## src/rtl/booth_seq_controller_pkg.sv

```systemverilog
// rtl/booth_seq_controller_pkg.sv - shared types and helpers for the Booth sequencer
// Purpose: state encoding constants, ALU opcode enum and the Booth pair decoder
//          used by booth_seq_controller and the surrounding datapath.
package booth_seq_controller_pkg;

  // State encoding kept as plain constants so legacy netlists and probes that
  // decode the raw 2-bit state keep working.
  typedef logic [1:0] state_t;
  localparam state_t ST_IDLE = 2'd0;
  localparam state_t ST_LOAD = 2'd1;
  localparam state_t ST_CALC = 2'd2;
  localparam state_t ST_DONE = 2'd3;

  typedef enum logic [1:0] {
    ALU_PASS = 2'b00,
    ALU_ADD  = 2'b01,
    ALU_SUB  = 2'b10
  } alu_op_e;

  // Radix-2 Booth recoding of the current multiplier bit and the bit shifted out
  // last: a 1->0 boundary (10) subtracts, a 0->1 boundary (01) adds.
  function automatic alu_op_e booth_op_f(input logic q0, input logic q_1);
    case ({q0, q_1})
      2'b10:   booth_op_f = ALU_SUB;
      2'b01:   booth_op_f = ALU_ADD;
      default: booth_op_f = ALU_PASS;
    endcase
  endfunction

endpackage

```

## src/rtl/booth_seq_controller.sv

```systemverilog
// rtl/booth_seq_controller.sv - sequencer FSM for the radix-2 Booth sequential multiplier
// Purpose: steps the datapath through operand load, WIDTH_M shift/add iterations,
//          result hold and register clear, with a CALC watchdog and sticky error flag.
// Ports:
//   clk, rst_n                 clock, asynchronous active-low reset
//   src_valid / src_ready      operand handshake (ready only in IDLE)
//   dst_valid / dst_ready      product handshake (valid only in DONE)
//   count_done, Q0, Q_1        datapath status: iteration count reached, Booth pair
//   start                      one-cycle pulse while loading operands
//   en_mltd, en_multr, en_ac   register enables: multiplicand, multiplier+Q_1, accumulator
//   en_count                   iteration counter enable
//   alu_op                     ALU_PASS / ALU_ADD / ALU_SUB
//   selQ, selA, selQ_1         0 = load operand/zero, 1 = shifted feedback
//   en_out                     1 blanks the product bus, 0 only while DONE
//   clear                      one-cycle synchronous clear of datapath regs/counter
//   busy, err                  state != IDLE, sticky watchdog abort flag
module booth_seq_controller
  import booth_seq_controller_pkg::*;
#(
  parameter int WIDTH_M = 16,
  parameter int WIDTH_P = 2 * WIDTH_M,
  parameter int TIMEOUT = WIDTH_M + 4
) (
  input  logic       clk,
  input  logic       rst_n,
  input  logic       src_valid,
  output logic       src_ready,
  output logic       dst_valid,
  input  logic       dst_ready,
  input  logic       count_done,
  input  logic       Q0,
  input  logic       Q_1,
  output logic       start,
  output logic       en_mltd,
  output logic       en_multr,
  output logic       en_ac,
  output logic       en_count,
  output logic [1:0] alu_op,
  output logic       selQ,
  output logic       selA,
  output logic       selQ_1,
  output logic       en_out,
  output logic       clear,
  output logic       busy,
  output logic       err
);

  localparam int TW = $clog2(TIMEOUT + 1);

  // The product bus is sized by the datapath; a mismatch here means the
  // datapath and this sequencer disagree on the iteration count.
  if (WIDTH_P != 2 * WIDTH_M) begin : g_width_check
    $error("booth_seq_controller: WIDTH_P must equal 2*WIDTH_M");
  end

  state_t        state_q, state_d;
  logic [TW-1:0] timer_q, timer_d;
  logic          err_q, err_d;

  always_ff @(posedge clk or negedge rst_n) begin
    if (!rst_n) begin
      state_q <= ST_IDLE;
      timer_q <= '0;
      err_q   <= 1'b0;
    end else begin
      state_q <= state_d;
      timer_q <= timer_d;
      err_q   <= err_d;
    end
  end

  always_comb begin
    state_d   = state_q;
    timer_d   = timer_q;
    err_d     = err_q;
    src_ready = 1'b0;
    dst_valid = 1'b0;
    start     = 1'b0;
    en_mltd   = 1'b0;
    en_multr  = 1'b0;
    en_ac     = 1'b0;
    en_count  = 1'b0;
    alu_op    = ALU_PASS;
    selQ      = 1'b0;
    selA      = 1'b0;
    selQ_1    = 1'b0;
    en_out    = 1'b1;
    clear     = 1'b0;

    case (state_q)
      ST_IDLE: begin
        src_ready = 1'b1;
        if (src_valid) begin
          state_d = ST_LOAD;
          err_d   = 1'b0;
          timer_d = '0;
        end
      end

      ST_LOAD: begin
        start    = 1'b1;
        en_mltd  = 1'b1;
        en_multr = 1'b1;
        en_ac    = 1'b1;
        state_d  = ST_CALC;
      end

      ST_CALC: begin
        selQ   = 1'b1;
        selA   = 1'b1;
        selQ_1 = 1'b1;
        if (count_done) begin
          state_d = ST_DONE;
        end else if (timer_q == TW'(TIMEOUT - 1)) begin
          // Counter never reported completion: abandon the product and flag it.
          state_d = ST_DONE;
          err_d   = 1'b1;
        end else begin
          en_multr = 1'b1;
          en_ac    = 1'b1;
          en_count = 1'b1;
          alu_op   = booth_op_f(Q0, Q_1);
          if (timer_q != TW'(TIMEOUT)) begin
            timer_d = timer_q + 1'b1;
          end
        end
      end

      ST_DONE: begin
        dst_valid = 1'b1;
        en_out    = 1'b0;
        // Clear fires in the handshake cycle so the datapath is zeroed by the
        // time IDLE can accept the next operand pair.
        if (dst_ready) begin
          clear   = 1'b1;
          state_d = ST_IDLE;
        end
      end

      default: state_d = ST_IDLE;
    endcase
  end

  assign busy = (state_q != ST_IDLE);
  assign err  = err_q;

endmodule
```

## config.mk

```make
export PLATFORM = sky130hd
export DESIGN_NAME = booth_seq_controller
export DESIGN_NICKNAME = d
export VERILOG_FILES = /design/src/rtl/booth_seq_controller_pkg.sv /design/src/rtl/booth_seq_controller.sv
export SDC_FILE = /design/constraint.sdc
export NUM_CORES = 1
export LEC_CHECK = 0
export CAP_MARGIN = 20
export CORE_MARGIN = 2
export CORE_UTILIZATION = 43
export DETAILED_ROUTE_END_ITERATION = 10
export MAX_ROUTING_LAYER = met4
export PLACE_DENSITY = 0.77
export SYNTH_ARGS = -nofsm -noshare
export SYNTH_HDL_FRONTEND = slang
export SYNTH_SLANG_ARGS = --single-unit
```

## constraint.sdc

```tcl
create_clock -name clk -period 2.15 [get_ports clk]
set_clock_uncertainty 0.15 [all_clocks]
set_input_delay 0.43 -clock clk [delete_from_list [all_inputs] [get_ports clk]]
set_output_delay 0.43 -clock clk [all_outputs]
set_load 0.01 [all_outputs]
```

==> out/summary.json, run 1 <==
{
  "slew-limit-headroom_pct": 75.77,
  "final-max-slew-violation-count": 0,
  "clock.fmax_mhz": 475.8,
  "timing.critical_path.fanout_max": 3,
  "fp.dieH_um": 42.68,
  "max_cap_violations": 0,
  "place.gp.congestion": 0.7786,
  "synth-compound-area-share_pct": 19.26,
  "critPathMaxStageDelay_ns": 0.40,
  "timing.critical_path.from": "state_q[0]$_DFFE_PN0P_",
  "critical_path_arrival_ns": 1.52,
  "syn_to_final_growth_pct": 56.03,
  "p_leak_uw": 0.0004930,
  "endpoint_required_time_on_the_critical_path_ns": 1.57,
  "diodes_inserted": 0,
  "port-buffer-count": 22,
  "synth-edff-count": 0,
  "first_global_vias": 596,
  "status": "completed",
  "grt_util_all_layers_pct": 19.64,
  "synth_async_sr_flop_share_pct": 100.0,
  "rr_startpoint": "state_q[1]$_DFFE_PN0P_",
  "grt_max_degree": 13,
  "placement_rows": 13,
  "route.final.wire_length_um": 1741,
  "syn-num-nets": 81,
  "setup.worst_path.start_class": "register",
  "cts_tree": "built",
  "clock-root-buffer": "sky130_fd_sc_hd__clkbuf_4",
  "worst_hold_path_type": "in2async",
  "crit_slowest_cell": "sky130_fd_sc_hd__dfrtp_1",
  "post-route-period-util_pct": 97.75,
  "final_routed_drc_violation_total": 0,
  "hpwl_after_detailed_placement_um": 1294,
  "synth.largest_area_cell": "sky130_fd_sc_hd__dfrtp_1",
  "finalPower_uw": 1208,
  "fillers": 106,
  "synth_seq_area_share_pct": 31.13,
  "path_cells": "buf_4, buf_4, ha_2, and2_1, dlygate4sd2_1",
  "die-area_mm2": 0.001821,
  "cts_bufs_inserted": 3,
  "antenna_left": 0,
  "clock_latency_ns": 0.25,
  "grt_setup_unrepaired": "no",
  "grt_pass1_wl_um": 2628,
  "synthDominantCellAreaShare_pct": 31.13,
  "antenna_found_initial": 0,
  "post_synth_inst_count": 68,
  "postLayoutCoreUtil_pct": 74.33,
  "criticalPathCategory": "reg2out",
  "detail_route.wl_per_cell_um": 14.75,
  "yosys_reg_bits": 8,
  "grt_remaining_overflow": 0,
  "coreArea_mm2": 0.001350,
  "syn-cell-area_um2": 643.1,
  "clkSinkCount": 8,
  "synth_xor_area_share_pct": 0,
  "synth.distinct_cells": 32,
  "finalNetCount": 118,
  "muxShareOfSynthArea_pct": 1.751,
  "clkSlewWorstSetupHoldPaths_ns": 0.06,
  "period_needed_ns": 2.102,
  "ys_top_cells_by_area": "sky130_fd_sc_hd__dfrtp_1 (31%), sky130_fd_sc_hd__ha_1 (12%), sky130_fd_sc_hd__buf_4 (4.7%)",
  "worst_slew_pin_slew_ns": 0.3623,
  "synth_flop_cell": "sky130_fd_sc_hd__dfrtp_1",
  "yosys_warnings": 0,
  "synth_area_per_cell_um2": 9.458,
  "worst_path_most_repeated_cell": "sky130_fd_sc_hd__buf_4",
  "ctsHtreeMaxLevel": 1,
  "power.density_mw_per_mm2": 1204,
  "io_pins": 23,
  "layout-drive-gt1-share_pct": 39.81,
  "avgViaCountPerCell": 5.203,
  "detailedRoute.firstPassIterationCount": 4,
  "initial_utilization_pct": 47.64,
  "synth_top_family_by_area": "simple AND/OR/NAND/NOR gates",
  "setup-violations-final": 0,
  "synth-simple-area-share_pct": 25.10,
  "timing.final.hold_violations": 0,
  "cts-hold-fix-buffers": 0,
  "dr.first_iter.drc_count": 13,
  "critPathCaptureType": "output port",
  "via_count": 614,
  "dieWidth_um": 42.68,
  "setup_tns_ns": 0,
  "ir_drop_uv": 1004,
  "r2r_slack_ns": 0.18,
  "yosys.area_share.adder_pct": 11.67,
  "cts_max_path_buffers": 2
}
==> cells in the mapped netlist (all sizes together) (2+ instances only) <==
library cell	instances
dfrtp	8
inv	8
ha	6
buf	5
nand2b	5
nand2	4
nand3	4
o21ai	4
and2	3
a21oi	2
nor3	2
nor3b	2
==> flip-flops by register name, indices dropped and copies added (netlist names) <==
signal   count
err          1
state_q      2
timer_q      5
==> critical path, delay by kind of cell, from the launching register on <==
kind,cells,cell delay (ns)
flops,1,0.40
simple gates,1,0.13
fa+ha+maj,1,0.19
buf+inv,3,0.57
==> cells by family (layout without fill, tap and decap cells) <==
group                      after synthesis  count (layout)
muxes                                    1               1
DFF                                      8               8
adders and majority gates                6               6
AOI/OAI and AO/OA                       15              15
and+or+nand+nor                         25              25
buffers and inverters                   13              48
==> worst paths after layout <==
path	end	depth (start not counted)
worst max-delay path	clear	5
worst min-delay path	timer_q[2]$_DFFE_PN0P_	1
worst max register to register	timer_q[3]$_DFFE_PN0P_	7
worst min register to register	timer_q[4]$_DFFE_PN0P_	1
max in group asynchronous	err$_DFFE_PN0P_	1
min in group clk	timer_q[4]$_DFFE_PN0P_	1
==> final cells by class <==
type / instances / area [µm²] / area share [%]
Sequential cell: 8 / 200.2 / 19.95
Clock buffer: 3 / 22.52 / 2.244
Inverter: 8 / 30.03 / 2.993
Tap cell: 15 / 18.77 / 1.870
Multi-Input combinational cell: 47 / 426.7 / 42.52
Timing Repair Buffer: 37 / 305.3 / 30.42
==> layout by cell type (no fill, tap or decap), types with 2 or more instances in the layout <==
cell type                         netlist  routed
sky130_fd_sc_hd__clkbuf_4               0       3
sky130_fd_sc_hd__and2_2                 2       2
sky130_fd_sc_hd__inv_1                  7       6
sky130_fd_sc_hd__nand2_1                4       4
sky130_fd_sc_hd__nand3_1                4       4
sky130_fd_sc_hd__buf_4                  4      15
sky130_fd_sc_hd__nand2b_1               4       3
sky130_fd_sc_hd__ha_4                   0       2
sky130_fd_sc_hd__clkdlybuf4s50_1        0       6
sky130_fd_sc_hd__ha_1                   6       2
sky130_fd_sc_hd__o21ai_0                4       4
sky130_fd_sc_hd__buf_2                  0       4
sky130_fd_sc_hd__a21oi_1                2       2
sky130_fd_sc_hd__ha_2                   0       2
sky130_fd_sc_hd__nor3b_2                0       2
sky130_fd_sc_hd__inv_2                  1       2
sky130_fd_sc_hd__dfrtp_1                8       8
sky130_fd_sc_hd__dlygate4sd2_1          0      10
sky130_fd_sc_hd__dlymetal6s2s_1         0       2
sky130_fd_sc_hd__nand2b_4               1       2
==> power breakdown <==
part           internal (µW)  switching [µW]  total (µW)  leakage (µW)
Combinational            464             423         886      0.000373
Sequential               183            25.9         209      0.000106
Clock                   63.7            48.3         112     0.0000138
Total                    711             497        1210      0.000493
==> repair_timing <==
| item | CTS | global route |
|---|---|---|
| setup buffers | 0 | 1 |
| gates resized for setup | 31 | 8 |
| endpoints found under the hold margin | 0 | 0 |
| endpoints found under the setup margin | 14 | 5 |
==> through the flow <==
step	setup WS, ns	hold slack [ns]	instance area, µm²	std cells
2_1_floorplan	0.01405	-0.01559	643.1	68
4_1_cts	-0.07527	0.3061	964.7	117
3_3_place_gp	-0.3609	0.3475	945.9	114
6_report	0.04828	0.3057	1003	118
5_1_grt	0.01073	0.3341	1003	118
3_5_place_dp	-0.4283	0.3536	945.9	114
==> layer usage <==
layer  GRT usage (%)  vias to the layer above  share of wire [%]  wire (µm)
li1                -                      302                  -          -
met4           5.625                        0                  0          0
met5               -                        -                  0          0
met3           1.277                        0                2.9         50
met1           26.67                      298                 44        767
met2           31.52                       14                 53        923
(Power assumes the default switching activity.)
==> run 2: changes to the inputs <==
--- a/config.mk
+++ b/config.mk
@@ -7,10 +7,10 @@
 export LEC_CHECK = 0
 export CAP_MARGIN = 20
 export CORE_MARGIN = 2
-export CORE_UTILIZATION = 43
+export CORE_UTILIZATION = 46
 export DETAILED_ROUTE_END_ITERATION = 10
 export MAX_ROUTING_LAYER = met4
-export PLACE_DENSITY = 0.77
+export PLACE_DENSITY_LB_ADDON = 0.05
 export SYNTH_ARGS = -nofsm -noshare
 export SYNTH_HDL_FRONTEND = slang
 export SYNTH_SLANG_ARGS = --single-unit
==> constraint.sdc (replaced) <==
create_clock -name clk -period 2.7 [get_ports clk]
set_clock_uncertainty 0.15 [all_clocks]
set_input_delay 0.54 -clock clk [delete_from_list [all_inputs] [get_ports clk]]
set_output_delay 0.54 -clock clk [all_outputs]
set_load 0.01 [all_outputs]
==> run 2 against run 1 <==
  * Final cell count down 9.3%
  * Non-clock buffer count fell by 11
  * First-iteration DRC count increased by 7.7%
  * Worst setup slack gained 0.15 ns
  * Sequential share of layout area rose by 2.6 points
  * Via count down 9.0%
  * Clock-buffer cell count is the same
  * Wire length fell by 23%
  * Largest power group unchanged
==> out/summary.json, run 2 (synthesized netlist as in run 1, its figures left out) <==
{
  "status": "completed",
  "diodes_inserted": 0,
  "cts_bufs_inserted": 3,
  "final-max-slew-violation-count": 0,
  "clock.fmax_mhz": 400.3,
  "initial_utilization_pct": 49.42,
  "avgViaCountPerCell": 5.224,
  "io_pins": 23,
  "dr.first_iter.drc_count": 14,
  "die-area_mm2": 0.001713,
  "clock-root-buffer": "sky130_fd_sc_hd__clkbuf_4",
  "p_leak_uw": 0.0003972,
  "power_switching_share_pct": 39.57,
  "grt_max_degree": 13,
  "critPathCaptureType": "output port",
  "dieWidth_um": 41.39,
  "coreArea_mm2": 0.001301,
  "comb_power_share_pct": 69.2,
  "switching_power_uw": 344.1,
  "clkSlewWorstSetupHoldPaths_ns": 0.05,
  "clkPwrFrac_pct": 10.8,
  "hpwl_after_detailed_placement_um": 1111,
  "cts_tree": "built",
  "final_routed_drc_violation_total": 0,
  "worst_slew_pin_slew_ns": 0.3584,
  "setup-violations-final": 0,
  "route.final.wire_length_um": 1349,
  "hold_depth": 1,
  "via_count": 559,
  "fp.dieH_um": 41.39,
  "detail_route.wl_per_cell_um": 12.61,
  "clkSinkCount": 8,
  "finalNetCount": 107,
  "timing.final.hold_violations": 0,
  "post-route-period-util_pct": 92.52,
  "registers.top_by_ff_count": "timer_q",
  "seqCellArea_um2": 200.2,
  "port-buffer-count": 22,
  "slew-limit-headroom_pct": 76.03,
  "endpoint_required_time_on_the_critical_path_ns": 2.01,
  "worst_hold_path_type": "reg2reg",
  "layout-drive-gt1-share_pct": 19.57,
  "grt_util_all_layers_pct": 19.01,
  "setup_slack_ns": 0.2020,
  "r2r_cells": 7,
  "detailedRoute.firstPassIterationCount": 4,
  "grt_remaining_overflow": 0,
  "syn_to_final_growth_pct": 37.94,
  "max_cap_violations": 0,
  "clock_latency_ns": 0.26,
  "antenna_left": 0,
  "cts_max_path_buffers": 2,
  "criticalPathCategory": "in2out",
  "p_seq_share_pct": 20.0,
  "cts-hold-fix-buffers": 0,
  "critical_path_arrival_ns": 1.81,
  "most_used_cells_in_the_layout_excluding_fill_and_tap_cells": "sky130_fd_sc_hd__clkdlybuf4s50_1 (17), sky130_fd_sc_hd__dfrtp_1 (8), sky130_fd_sc_hd__inv_1 (7), sky130_fd_sc_hd__ha_1 (6), sky130_fd_sc_hd__dlygate4sd2_1 (5)",
  "placement_rows": 13,
  "timing.critical_path.fanout_max": 3,
  "grt_pass1_wl_um": 2007,
  "antenna_found_initial": 0,
  "ir_drop_uv": 576.8,
  "setup_tns_ns": 0,
  "internal_power_uw": 525.7,
  "final.hold.worst_slack_ns": 0.3582,
  "period_needed_ns": 2.498,
  "power.density_mw_per_mm2": 980.5,
  "setup.worst_path.start_class": "input pin",
  "grt_setup_unrepaired": "no",
  "place.gp.congestion": 0.6948,
  "ctsHtreeMaxLevel": 1,
  "first_global_vias": 483,
  "multi_input_comb_area_um2": 371.6,
  "layout.cells.most_common": "sky130_fd_sc_hd__clkdlybuf4s50_1",
  "place_worst_setup_slack_ns": -0.08609,
  "largest_reg_flops": 5,
  "fillers": 113
}
[run 2: changes by cell type in the layout (fill, tap and decap cells not counted), sizes merged]
cell | before | now
buf | 19 | 4
clkdlybuf4s50 | 6 | 17
dlygate4sd2 | 10 | 5
dlymetal6s2s | 2 | 0
[run 2: metrics by stage]
stage	utilization (%)	power (µW)	instances	area [µm²]
2_1_floorplan	-	576.2	68	643.1
3_3_place_gp	66.92	795.4	104	870.8
3_5_place_dp	66.92	804.2	104	870.8
4_1_cts	68.17	878.2	107	887.1
5_1_grt	68.17	934.6	107	887.1
6_report	68.17	869.8	107	887.1
[run 2: power groups by stage]
stage / registers (µW) / clock network [µW] / logic, µW
2_1_floorplan: 169 / 0 / 407
3_3_place_gp: 174 / 0 / 621
3_5_place_dp: 176 / 0 / 628
4_1_cts: 173 / 94.7 / 610
5_1_grt: 177 / 102 / 655
6_report: 174 / 93.9 / 602
[run 2: layer usage]
layer / up-vias / track usage, % / part of all wire, %
met5: - / - / 0
met4: 0 / 4.839 / 0.82
met3: 2 / 7.979 / 6.4
met2: 18 / 28.91 / 46
met1: 260 / 23.28 / 46
li1: 279 / - / -
[run 2: worst max-delay path: stages]
cell	delay [ns]
sky130_fd_sc_hd__clkdlybuf4s50_1	0.41
sky130_fd_sc_hd__nand2b_1	0.16
sky130_fd_sc_hd__o21bai_2	0.21
sky130_fd_sc_hd__nor3b_1	0.20
sky130_fd_sc_hd__dlygate4sd2_1	0.29
[run 2: timing repair]
action,CTS,global route
buffers inserted,0,0
gates resized for setup,5,0
setup endpoints to repair,5,0
[run 2: path summary, 6_finish.rpt]
kind                                        startpoint                      to  slack (ns)
worst max-delay path                        count_done               alu_op[0]        0.20
worst min-delay path                   err$_DFFE_PN0P_         err$_DFFE_PN0P_        0.36
worst max register to register  timer_q[0]$_DFFE_PN0P_  state_q[1]$_DFFE_PN0P_        0.67
worst min register to register         err$_DFFE_PN0P_         err$_DFFE_PN0P_        0.36
max in group asynchronous                        rst_n  state_q[0]$_DFFE_PN0P_        1.73
min in group asynchronous                        rst_n  timer_q[2]$_DFFE_PN0P_        0.40
[run 2: final cells by class]
| class | instances | area share [%] |
|---|---|---|
| Clock buffer | 3 | 2.539 |
| Inverter | 8 | 3.385 |
| Multi-Input combinational cell | 47 | 41.89 |
| Sequential cell | 8 | 22.57 |
| Tap cell | 15 | 2.116 |
| Timing Repair Buffer | 26 | 27.50 |
